## src/rtl/aes_pkg.sv

```systemverilog
// Shared AES constants, AddRoundKey FSM encoding and a column-slice helper.
package aes_pkg;

    localparam int AES_BLOCK_W = 128;
    localparam int AES_WORD_W  = 32;
    localparam int AES_NB      = 4;

    typedef enum logic [1:0] {
        ARK_IDLE = 2'b00,
        ARK_LOAD = 2'b01,
        ARK_DONE = 2'b10
    } ark_state_t;

    // Column k of a state: column 0 is the most significant word.
    function automatic logic [AES_WORD_W-1:0] col(input logic [AES_BLOCK_W-1:0] state, input int k);
        return state[AES_BLOCK_W-1-AES_WORD_W*k -: AES_WORD_W];
    endfunction

endpackage

```

## src/rtl/add_round_key_stage.sv

```systemverilog
// Inverse-cipher AddRoundKey stage: latches a state, XORs in four key words, hands off to inv_mix_columns.
// Optional macro ARK_LAST_ROUND_EN adds lastRound/finalValid for the bypass (initial-round) key add.
module add_round_key_stage
    import aes_pkg::*;
#(
    parameter int WORD_W    = AES_WORD_W,
    parameter int NUM_WORDS = AES_NB
) (
    input  logic                        clock50MHz,
    input  logic                        reset,
    input  logic [WORD_W*NUM_WORDS-1:0] inputData,
    input  logic                        startIn,
    input  logic [WORD_W-1:0]           keyWord,
    input  logic                        keyValid,
    output logic                        keyReady,
    output logic [WORD_W*NUM_WORDS-1:0] outputData,
    output logic                        startTransition,
    output logic                        busy
`ifdef ARK_LAST_ROUND_EN
    ,
    input  logic                        lastRound,
    output logic                        finalValid
`endif
);

    localparam int BLOCK_W = WORD_W * NUM_WORDS;
    localparam int CNT_W   = $clog2(NUM_WORDS);

    ark_state_t         state;
    logic [CNT_W-1:0]   wordCnt;
    logic [BLOCK_W-1:0] work;
    logic [BLOCK_W-1:0] xored;
`ifdef ARK_LAST_ROUND_EN
    logic               last_q;
`endif

    // Working state with the current key word folded into the addressed column.
    always_comb begin
        xored = work;
        for (int k = 0; k < NUM_WORDS; k++) begin
            if (wordCnt == k[CNT_W-1:0])
                xored[BLOCK_W-1-WORD_W*k -: WORD_W] = col(work, k) ^ keyWord;
        end
    end

    always_ff @(posedge clock50MHz or posedge reset) begin
        if (reset) begin
            state           <= ARK_IDLE;
            wordCnt         <= '0;
            work            <= '0;
            outputData      <= '0;
            keyReady        <= 1'b0;
            startTransition <= 1'b0;
            busy            <= 1'b0;
`ifdef ARK_LAST_ROUND_EN
            last_q          <= 1'b0;
            finalValid      <= 1'b0;
`endif
        end else begin
            case (state)
                ARK_IDLE: begin
                    if (startIn) begin
                        work     <= inputData;
                        wordCnt  <= '0;
                        keyReady <= 1'b1;
                        busy     <= 1'b1;
`ifdef ARK_LAST_ROUND_EN
                        last_q   <= lastRound;
`endif
                        state    <= ARK_LOAD;
                    end
                end
                ARK_LOAD: begin
                    // startIn is deliberately not looked at here; a started job always completes.
                    if (keyValid && keyReady) begin
                        work <= xored;
                        if (wordCnt == CNT_W'(NUM_WORDS-1)) begin
                            wordCnt    <= '0;
                            outputData <= xored;
                            keyReady   <= 1'b0;
`ifdef ARK_LAST_ROUND_EN
                            if (last_q)
                                finalValid <= 1'b1;
                            else
                                startTransition <= 1'b1;
`else
                            startTransition <= 1'b1;
`endif
                            state      <= ARK_DONE;
                        end else begin
                            wordCnt <= wordCnt + 1'b1;
                        end
                    end
                end
                ARK_DONE: begin
                    // Leaving only on startIn low forces a low phase before the next job.
                    if (!startIn) begin
                        startTransition <= 1'b0;
                        busy            <= 1'b0;
`ifdef ARK_LAST_ROUND_EN
                        finalValid      <= 1'b0;
`endif
                        state           <= ARK_IDLE;
                    end
                end
                default: state <= ARK_IDLE;
            endcase
        end
    end

endmodule

```

## config.mk

```make
export PLATFORM = sky130hd
export DESIGN_NAME = add_round_key_stage
export DESIGN_NICKNAME = d
export VERILOG_FILES = /design/src/rtl/aes_pkg.sv /design/src/rtl/add_round_key_stage.sv
export SDC_FILE = /design/constraint.sdc
export NUM_CORES = 1
export LEC_CHECK = 0
export CAP_MARGIN = 20
export CORE_ASPECT_RATIO = 1.4
export CORE_MARGIN = 1.5
export CORE_UTILIZATION = 45
export CTS_CLUSTER_SIZE = 20
export DETAILED_ROUTE_END_ITERATION = 10
export PLACE_DENSITY = 0.72
export REMOVE_ABC_BUFFERS = 1
export SYNTH_ARGS = -nofsm -noshare
export SYNTH_HDL_FRONTEND = slang
export SYNTH_SLANG_ARGS = --single-unit
```

## constraint.sdc

```tcl
create_clock -name clock50MHz -period 13.69 [get_ports clock50MHz]
set_input_delay 2.738 -clock clock50MHz [delete_from_list [all_inputs] [get_ports clock50MHz]]
set_output_delay 2.738 -clock clock50MHz [all_outputs]
set_load 0.02 [all_outputs]
```

# Word level (Yosys, flattened, before mapping)
# Cells that the tools add are included.
[word_totals] regBits=263 latch_bits=0 mem_bits_rw=0 romBits=0 inputBits=164 output_inout_bits=131 wordCells=58 n_memories=0
[classes] addsub=1 mul=0 div=0 order_cmp=0 n_eq_ne=9 n_shift=0 n_mux=25 bitwise=4 reduce_logical=12
[op_table] cell="$mux 128" n=2
[op_table] cell="$pmux 128 s2" n=1
[op_table] cell="$mux 32" n=4
[op_table] cell="$xor 32x32->32" n=4
[op_table] cell="$mux 2" n=7
[op_table] cell="$reduce_and 4->1" n=3
[op_table] cell="$reduce_and 3->1" n=3
[op_table] cell="$ne 2x2->1 const B" n=4
[op_table] cell="$eq 2x2->1 const B" n=3
[op_table] cell="$mux 1" n=6
[op_table] cell="$pmux 1 s2" n=3
[op_table] cell="$pmux 2 s3" n=1
[op_table] cell="$reduce_bool 2->1" n=3
[op_table] cell="$eq 2x1->1 const B" n=2
[op_table] cell="$logic_not 2->1" n=2
[op_table] cell="$pmux 2 s2" n=1
[op_table] cell="$add 2x1->2 const B" n=1
[op_table] cell="$logic_and 1x1->1" n=1

# Logic depth before layout (Yosys ltp)
# Gate-level depths: netlist of the first run.
[logic_depth] word_depth=4 mapped_depth=9 mapped_depth_nobuf=5

# Least setup slack after synthesis of the first run
# OpenSTA, ideal clock, no wires.
[synth_path] path_kind="input to register" start="input port keyValid" end="register work[95]" t_arrival_ps=3624 required_ps=13547 slack_ps=9923 path_stages=6 path_buffers=3 cell_sequence="and4b_1 -> buf_6 -> buf_6 -> buf_2 -> a311oi_1 -> a311oi_1"
[synth_via] elab_chain_cells=3
[synth_lines] item="start: declaration" line="add_round_key_stage.sv:14" text="input logic keyValid,"
[synth_lines] item="$logic_and 1x1->1" line="add_round_key_stage.sv:75" text="if (keyValid && keyReady) begin"
[synth_lines] item="$ne 2x2->1 (no source line)"
[synth_lines] item="$reduce_and 3->1 (no source line)"
[synth_lines] item="end signal: assignment" line="add_round_key_stage.sv:63" text="work <= inputData;"
[synth_lines] item="end signal: assignment" line="add_round_key_stage.sv:76" text="work <= xored;"
[synth_lines] item="end: declaration" line="add_round_key_stage.sv:31" text="logic [BLOCK_W-1:0] work;"
# Every way passes these cells.
# A chain may end at the register's enable or synchronous reset.

# Worst setup path after layout of the first run
[layout_path] start="input port keyValid" end="register work[96]"
# The elaborated chain is that of the path after synthesis.

==> implementation parameters, run 1 <==
Parameter                              Value

Routing
  Total length of routed met3 wires ... 2.680 mm
  First-pass iteration count of the detailed router ... 5
  Final WL ... 43.52 mm
  DRC violation count after routing ... 0
  Via count ... 12,150
  Detailed-routing wirelength on met1 ... 17.06 mm
  Count of antenna-violating nets left after detailed routing ... 0
  Average wire length per cell after detail routing ... 22.37 um
  Violation count after the first detailed-routing iteration ... 910
  Top layer used by detailed routing ... met4
  Average vias per placed instance ... 6.248
  Detail Route met2 WL ... 21.34 mm

CTS
  Number of gates resized after cts ... 0
  CTS tree ... yes
  Buffers inserted during post-CTS setup optimization ... 0
  Clock-pin slew on the worst setup and hold paths ... 0.07 ns
  Clock root buffer ... sky130_fd_sc_hd__clkbuf_16
  Num Clock Sinks ... 263
  Buffer depth of the longest clock path ... 3
  Number of H-tree branching levels ... 1
  Number of buffers inserted by hold repair at cts ... 0
  Insertion delay of the later-clocked pin in the worst-skew pair ... 0.53 ns
  TritonCTS Buffers ... 27

Setup path
  Worst Setup Path Type ... in -> reg
  Endpoint type of the worst setup path ... flip-flop
  Endpoint of the worst-slack reg-to-reg timing path ... work[96]$_DFFE_PP0P_
  Maximum fanout along the worst path ... 83
  Kind of start point of the critical path ... input port
  Register-to-Register Setup Slack ... 10.12 ns
  Worst Path Arrival ... 6.16 ns
  Req. time, crit path ... 14.12 ns
  Reg-to-reg startpoint ... state[1]$_DFFE_PP0P_
  R2R cell count ... 5

Power and ir drop
  Tot Pwr ... 3064 uW
  Largest vdd supply drop ... 0.1047 mV
  Leakage power total ... 0.006606 uW
  Total power divided by cell area ... 180.6 mW/mm^2

Place
  Placer congestion estimate ... 0.7949
  Number of buffers added on ports ... 294
  Post-detail-place hpwl ... 25.72 mm
  Placed Area ... 0.01606 mm^2

Hold path
  Class of the worst hold path ... reg -> reg
  Critical hold path startpoint ... work[88]$_DFFE_PP0P_
  Worst Hold Path Cells ... 1
  Worst Hold Endpoint ... work[88]$_DFFE_PP0P_

STA
  Final min period ... 5.731 ns
  Hold Fails Final Rpt ... 0
  Setup repair after global routing missed its margin ... no
  Max-slew violations ... 0
  Setup TNS ... 0 ns
  Actual slew at the worst max-slew pin ... 1.067 ns
  Share of the clock period used by the worst path after layout ... 0.4186
  Worst clock skew on the final layout ... 0.01284 ns
  Slew headroom ... 0.2884
  Final-report setup violation count ... 0
  Max Fclk ... 174.5 MHz

Global route
  Gr usage total ... 0.2755
  Maximum number of pins on one net before global-route repair ... 125
  Grt ovf ... 0
  Number of antenna violations at the first check in global routing ... 5
  Number of global-route vias before repair ... 11,660
  First-pass GRT wire length ... 66.59 mm

Outcome
  Run status ... finished clean

Die
  Area of the placeable core ... 0.02917 mm^2
  Floorplan die width ... 148.4 um
  Initial core utilization ... 0.4569
  Vertical die dimension ... 206.6 um
  Standard-cell rows ... 74
  Count of boundary I/O pins ... 295
  DIE AREA ... 0.03067 mm^2

Yosys
  Post-synthesis sequential area ratio ... 0.4939
  Number of library cell types mapped by synthesis ... 31
  Post-Synthesis Cells ... 1,368
  Syn Area/Cell ... 9.742 um^2
  Simple logic cell fraction of the synthesized area ... 0.08318
  Flip-flop and latch count after synthesis ... 263
  Fraction of the mapped netlist area in adder cells ... 0.004694
  Post-synthesis share of cell area spent on xor and xnor gates ... 0.08412
  Compound-gate portion of the synthesized area ... 0.2698
  Number of warnings issued by yosys ... 0
  Post-synthesis mux area share ... 0
  Netlist area before placement ... 0.01333 mm^2
  Dominant combinational cell family by area after synthesis ... compound AO/OA/AOI/OAI gates

Final layout
  Final Core Density ... 0.5819
  Synth-to-layout area growth ... 27.34%
  Fraction of final layout cells with drive strength greater than 1 ... 0.04808
  Number of nets in the finished design ... 1,709
  Number of fill cells ... 2,519
  Post-route cell area ... 0.01697 mm^2

Run
  Max Cap Violations ... 0
-- worst max path at each step --
stage / startpoint / endpoint / slack, ns / cells past startpoint
after floorplan: reset / busy$_DFFE_PP0P_ / 3.71 / 1
after global placement: keyValid / work[69]$_DFFE_PP0P_ / 7.56 / 6
after detailed placement: keyValid / work[97]$_DFFE_PP0P_ / 7.52 / 6
after CTS: keyValid / work[74]$_DFFE_PP0P_ / 8.05 / 6
after global routing: keyValid / work[74]$_DFFE_PP0P_ / 7.76 / 6
final: keyValid / work[96]$_DFFE_PP0P_ / 7.96 / 6
-- synth_stat cells --
master / n / area, um^2
sky130_fd_sc_hd__nand4b_1: 1 / 8.760
sky130_fd_sc_hd__buf_2: 48 / 240.2
sky130_fd_sc_hd__buf_1: 2 / 7.510
sky130_fd_sc_hd__clkbuf_2: 1 / 5.000
sky130_fd_sc_hd__and2_4: 2 / 17.52
sky130_fd_sc_hd__nand3b_1: 1 / 7.510
sky130_fd_sc_hd__a41oi_1: 1 / 8.760
sky130_fd_sc_hd__clkbuf_1: 92 / 345.3
sky130_fd_sc_hd__and4b_1: 1 / 10.01
sky130_fd_sc_hd__nor3b_2: 1 / 12.51
sky130_fd_sc_hd__a311oi_1: 255 / 2233
sky130_fd_sc_hd__a21oi_1: 259 / 1296
sky130_fd_sc_hd__o311ai_1: 1 / 8.760
sky130_fd_sc_hd__and3b_1: 1 / 8.760
sky130_fd_sc_hd__nand2_1: 130 / 488.0
sky130_fd_sc_hd__dfrtp_1: 263 / 6581
sky130_fd_sc_hd__or3_1: 1 / 6.260
sky130_fd_sc_hd__o211ai_1: 1 / 7.510
sky130_fd_sc_hd__buf_6: 20 / 225.2
sky130_fd_sc_hd__xor2_1: 128 / 1121
sky130_fd_sc_hd__buf_4: 2 / 15.01
sky130_fd_sc_hd__and2_1: 5 / 31.28
sky130_fd_sc_hd__or3b_1: 1 / 8.760
sky130_fd_sc_hd__a31o_1: 1 / 8.760
sky130_fd_sc_hd__ha_1: 5 / 62.56
sky130_fd_sc_hd__nor2_1: 130 / 488.0
sky130_fd_sc_hd__nand3_1: 3 / 15.01
sky130_fd_sc_hd__nand2b_1: 1 / 6.260
sky130_fd_sc_hd__o22ai_1: 2 / 12.51
sky130_fd_sc_hd__inv_1: 5 / 18.77
sky130_fd_sc_hd__o21ai_0: 4 / 20.02
-- layout make-up --
| class | count | area (um^2) | area share |
|---|---|---|---|
| antenna | 5 | 12.51 | 0.0007373 |
| clock buffer | 42 | 832.0 | 0.04903 |
| clock inverter | 7 | 62.56 | 0.003687 |
| inverter | 5 | 26.28 | 0.001548 |
| multi-input combinational | 935 | 5932 | 0.3496 |
| sequential | 263 | 6581 | 0.3878 |
| tap | 380 | 475.5 | 0.02802 |
| timing repair buffer | 308 | 3048 | 0.1796 |
-- critical path, stage by stage --
cell                              delay, ns
sky130_fd_sc_hd__clkdlybuf4s50_1       0.57
sky130_fd_sc_hd__and4b_4               0.66
sky130_fd_sc_hd__buf_4                 0.72
sky130_fd_sc_hd__buf_4                 0.84
sky130_fd_sc_hd__a311oi_1              0.20
sky130_fd_sc_hd__a311oi_1              0.31
-- through the flow --
step | instances | hold WS, ns | setup WS [ns]
2_1_floorplan | 1203 | 0.4781 | 3.712
3_3_place_gp | 1891 | 0.4937 | 7.563
3_5_place_dp | 1891 | 0.5015 | 7.524
4_1_cts | 1940 | 0.5123 | 8.047
5_1_grt | 1944 | 0.5308 | 7.758
6_report | 1945 | 0.5139 | 7.959
-- cell usage in the layout, fill, tap and decap left out --
| cell | synthesis | layout |
|---|---|---|
| sky130_fd_sc_hd__a21oi_1 | 259 | 259 |
| sky130_fd_sc_hd__a311oi_1 | 255 | 255 |
| sky130_fd_sc_hd__a31o_1 | 1 | 1 |
| sky130_fd_sc_hd__a41oi_1 | 1 | 1 |
| sky130_fd_sc_hd__and2_2 | 0 | 4 |
| sky130_fd_sc_hd__and2_4 | 2 | 3 |
| sky130_fd_sc_hd__and3b_2 | 0 | 1 |
| sky130_fd_sc_hd__and4b_4 | 0 | 1 |
| sky130_fd_sc_hd__buf_4 | 2 | 14 |
| sky130_fd_sc_hd__bufinv_16 | 0 | 1 |
| sky130_fd_sc_hd__clkbuf_1 | 92 | 5 |
| sky130_fd_sc_hd__clkbuf_16 | 0 | 27 |
| sky130_fd_sc_hd__clkbuf_8 | 0 | 10 |
| sky130_fd_sc_hd__clkdlybuf4s50_1 | 0 | 294 |
| sky130_fd_sc_hd__clkinv_2 | 0 | 5 |
| sky130_fd_sc_hd__clkinvlp_4 | 0 | 1 |
| sky130_fd_sc_hd__dfrtp_1 | 263 | 263 |
| sky130_fd_sc_hd__diode_2 | 0 | 5 |
| sky130_fd_sc_hd__ha_2 | 0 | 4 |
| sky130_fd_sc_hd__ha_4 | 0 | 1 |
| sky130_fd_sc_hd__inv_1 | 5 | 4 |
| sky130_fd_sc_hd__inv_8 | 0 | 1 |
| sky130_fd_sc_hd__nand2_1 | 130 | 130 |
| sky130_fd_sc_hd__nand2b_1 | 1 | 1 |
| sky130_fd_sc_hd__nand3_1 | 3 | 3 |
| sky130_fd_sc_hd__nand3b_1 | 1 | 1 |
| sky130_fd_sc_hd__nand4b_1 | 1 | 1 |
| sky130_fd_sc_hd__nor2_1 | 130 | 130 |
| sky130_fd_sc_hd__nor3b_4 | 0 | 1 |
| sky130_fd_sc_hd__o211ai_1 | 1 | 1 |
| sky130_fd_sc_hd__o21ai_0 | 4 | 4 |
| sky130_fd_sc_hd__o22ai_1 | 2 | 2 |
| sky130_fd_sc_hd__o311ai_1 | 1 | 1 |
| sky130_fd_sc_hd__or3_1 | 1 | 1 |
| sky130_fd_sc_hd__or3b_4 | 0 | 1 |
| sky130_fd_sc_hd__xor2_1 | 128 | 128 |
-- power by group --
group	switching, uW	leakage (uW)	internal [uW]
Clock	309	0.000444	434
Sequential	257	0.00328	1050
Combinational	533	0.00288	483
-- logic make-up (layout without fill, tap and decap cells) --
logic type      Yosys count  count (layout)
other cells               0               5
xor+xnor                128             128
fa+ha+maj                 5               5
simple gates            278             278
buf+inv                 170             362
compound gates          524             524
flops                   263             263
-- sequential cells by signal, summed over array words and instances, names as in the netlist --
signal	count
wordCnt	2
work	128
keyReady	1
busy	1
startTransition	1
outputData	128
state	2
-- routing by layer --
layer / track usage / up-vias
met1: 0.3608 / 6060
li1: - / 5402
met4: 0.1563 / 0
met2: 0.4452 / 567
met3: 0.03253 / 124
met5: 0 / -
Power figures use the tool's default switching activity.
==> run 2, diff against run 1 <==
--- a/config.mk
+++ b/config.mk
@@ -11,7 +11,7 @@
 export CORE_UTILIZATION = 45
 export CTS_CLUSTER_SIZE = 20
 export DETAILED_ROUTE_END_ITERATION = 10
-export PLACE_DENSITY = 0.72
+export PLACE_DENSITY = 0.75
 export REMOVE_ABC_BUFFERS = 1
 export SYNTH_ARGS = -nofsm -noshare
 export SYNTH_HDL_FRONTEND = slang
==> constraint.sdc (replaced) <==
create_clock -name clock50MHz -period 5.26 [get_ports clock50MHz]
set_input_delay 1.052 -clock clock50MHz [delete_from_list [all_inputs] [get_ports clock50MHz]]
set_output_delay 1.052 -clock clock50MHz [all_outputs]
set_load 0.02 [all_outputs]
==> implementation parameters, run 2 (synthesis results as in run 1) <==
Parameter                              Value

Place
  Worst slack at placement ... 1.546 ns (-5.978 ns)
  Post-detail-place hpwl ... 25.65 mm (-0.26%)
  Placer congestion estimate ... 0.7988 (+0.49%)
  Number of buffers added on ports ... 294 (unchanged)

Routing
  Violation count after the first detailed-routing iteration ... 988 (+8.6%)
  Average vias per placed instance ... 6.357 (+1.7%)
  Final WL ... 43.54 mm (about the same)
  Average wire length per cell after detail routing ... 22.35 um (-0.11%)
  DRC violation count after routing ... 0 (unchanged)
  First-pass iteration count of the detailed router ... 5 (unchanged)
  Count of antenna-violating nets left after detailed routing ... 0 (unchanged)
  Via count ... 12,380 (+1.9%)

CTS
  Buffers inserted during post-CTS setup optimization ... 0 (unchanged)
  Num Clock Sinks ... 263 (unchanged)
  Number of gates resized after cts ... 0 (unchanged)
  Number of buffers inserted by hold repair at cts ... 0 (unchanged)
  Number of H-tree branching levels ... 1 (unchanged)
  CTS tree ... yes
  TritonCTS Buffers ... 26 (-3.7%)
  Clock root buffer ... sky130_fd_sc_hd__clkbuf_16
  Buffer depth of the longest clock path ... 3 (unchanged)
  Insertion delay of the later-clocked pin in the worst-skew pair ... 0.53 ns (about the same)
  Clock-pin slew on the worst setup and hold paths ... 0.07 ns (about the same)

Global route
  First-pass GRT wire length ... 67.22 mm (+0.95%)
  Grt ovf ... 0 (unchanged)
  Gr usage total ... 0.2762 (+0.0006671)
  Maximum number of pins on one net before global-route repair ... 144 (+15%)
  Number of global-route vias before repair ... 12,140 (+4.2%)
  Number of antenna violations at the first check in global routing ... 3 (-2)

Setup path
  Slowest cell on the critical path ... sky130_fd_sc_hd__and2_2
  Largest stage delay on the critical path ... 0.87 ns (+0.03 ns)
  Req. time, crit path ... 5.63 ns (-8.49 ns)
  Worst Path Arrival ... 3.65 ns (-2.51 ns)
  CP top delay family ... simple AND/OR/NAND/NOR gates
  Ordered cell list for the critical path ... inv_1 -> ha_2 -> and2_2 -> and2_4 -> a311oi_1
  Buf/Inv on CP ... 1 (-2)
  Endpoint type of the worst setup path ... flip-flop
  Maximum fanout along the worst path ... 35 (-58%)
  Worst Setup Path Type ... reg -> reg
  Kind of start point of the critical path ... flip-flop

Run
  Max Cap Violations ... 0 (unchanged)

STA
  Hold Fails Final Rpt ... 0 (unchanged)
  Final min period ... 3.281 ns
  Setup TNS ... 0 ns (unchanged)
  Max-slew violations ... 0 (unchanged)
  Post-route setup slack ... 1.979 ns (-5.981 ns)
  Actual slew at the worst max-slew pin ... 1.066 ns (-0.001159 ns)
  Setup repair after global routing missed its margin ... no
  Share of the clock period used by the worst path after layout ... 0.6238
  Max Fclk ... 304.7 MHz
  Final-report setup violation count ... 0 (unchanged)
  Slew headroom ... 0.2892 (+0.0007720)
  Worst clock skew on the final layout ... 0.01545 ns (+0.002614 ns)

Die
  Count of boundary I/O pins ... 295 (unchanged)
  Floorplan die width ... 148.4 um (unchanged)
  Initial core utilization ... 0.4569 (unchanged)
  Area of the placeable core ... 0.02917 mm^2 (unchanged)
  Vertical die dimension ... 206.6 um (unchanged)
  DIE AREA ... 0.03067 mm^2 (unchanged)
  Standard-cell rows ... 74 (unchanged)

Final layout
  Number of nets in the finished design ... 1,712 (+0.18%)
  Number of fill cells ... 2,480 (-1.5%)
  Registers with the most flip-flops ... outputData (128), work (128)
  Final Core Density ... 0.5833 (+0.001416)
  Fraction of final layout cells with drive strength greater than 1 ... 0.05182 (+0.003746)
  Leading cell types in the layout, fill and taps excluded ... 294 x sky130_fd_sc_hd__clkdlybuf4s50_1, 263 x sky130_fd_sc_hd__dfrtp_1, 259 x sky130_fd_sc_hd__a21oi_1
  Synth-to-layout area growth ... 27.65%
  Most frequent standard cell in the layout excluding fill and tap cells ... sky130_fd_sc_hd__clkdlybuf4s50_1

Power and ir drop
  Largest vdd supply drop ... 0.2452 mV (+130%)
  Total power divided by cell area ... 466.6 mW/mm^2 (+160%)
  Leakage power total ... 0.006622 uW (+0.25%)

Outcome
  Run status ... finished clean

Hold path
  Class of the worst hold path ... reg -> reg
-- run 2: worst paths after layout --
kind                                                to  slack (ns)  cells after the start                    from
hold reg to reg                  work[101]$_DFFE_PP0P_        0.51                      1   work[101]$_DFFE_PP0P_
max in group asynchronous   outputData[46]$_DFFE_PP0P_        3.08                      4                   reset
min in group asynchronous  outputData[113]$_DFFE_PP0P_        0.95                      2                   reset
setup / recovery                  work[46]$_DFFE_PP0P_        1.98                      5  wordCnt[0]$_DFFE_PP0P_
hold / removal                   work[101]$_DFFE_PP0P_        0.51                      1   work[101]$_DFFE_PP0P_
setup reg to reg                  work[46]$_DFFE_PP0P_        1.98                      5  wordCnt[0]$_DFFE_PP0P_
-- run 2: power by group --
part	internal [uW]	switching, uW
Clock	1080	817
Combinational	1260	1390
Sequential	2730	666
-- run 2: per-stage QoR --
step	total power (uW)	instances	cell area (um^2)	hold slack, ns
final	7938	1948	17010	0.5107
after CTS	7929	1942	16970	0.5087
after global routing	8340	1946	17010	0.5286
after floorplan	4883	1203	12490	0.4781
after detailed placement	6016	1894	16100	0.5005
after global placement	5907	1894	16100	0.4927
-- run 2: worst reg2reg max path: cells and delay by family (launching register included) --
family	cells	cell delay, ns
flops	1	0.47
fa+ha+maj	1	0.82
simple gates	2	1.50
buf+inv	1	0.15
compound gates	1	0.19
-- run 2: per-layer routing --
layer	track usage	wire length (um)	vias up	part of all wire
met1	0.3591	16610	6163	0.38
met3	0.02989	3261	145	0.075
met2	0.4444	21110	658	0.48
li1	-	-	5417	-
met5	0	0	-	0
met4	0.1704	2561	0	0.059
-- run 2: layout make-up --
cell class / instances / area (um^2) / area share
Inverter: 5 / 26.28 / 0.001545
Clock buffer: 35 / 765.7 / 0.04501
Tap cell: 380 / 475.5 / 0.02795
Multi-Input combinational cell: 935 / 5932 / 0.3487
Clock inverter: 13 / 107.6 / 0.006325
Timing Repair Buffer: 312 / 3110 / 0.1828
Antenna cell: 5 / 12.51 / 0.0007355
Sequential cell: 263 / 6581 / 0.3869
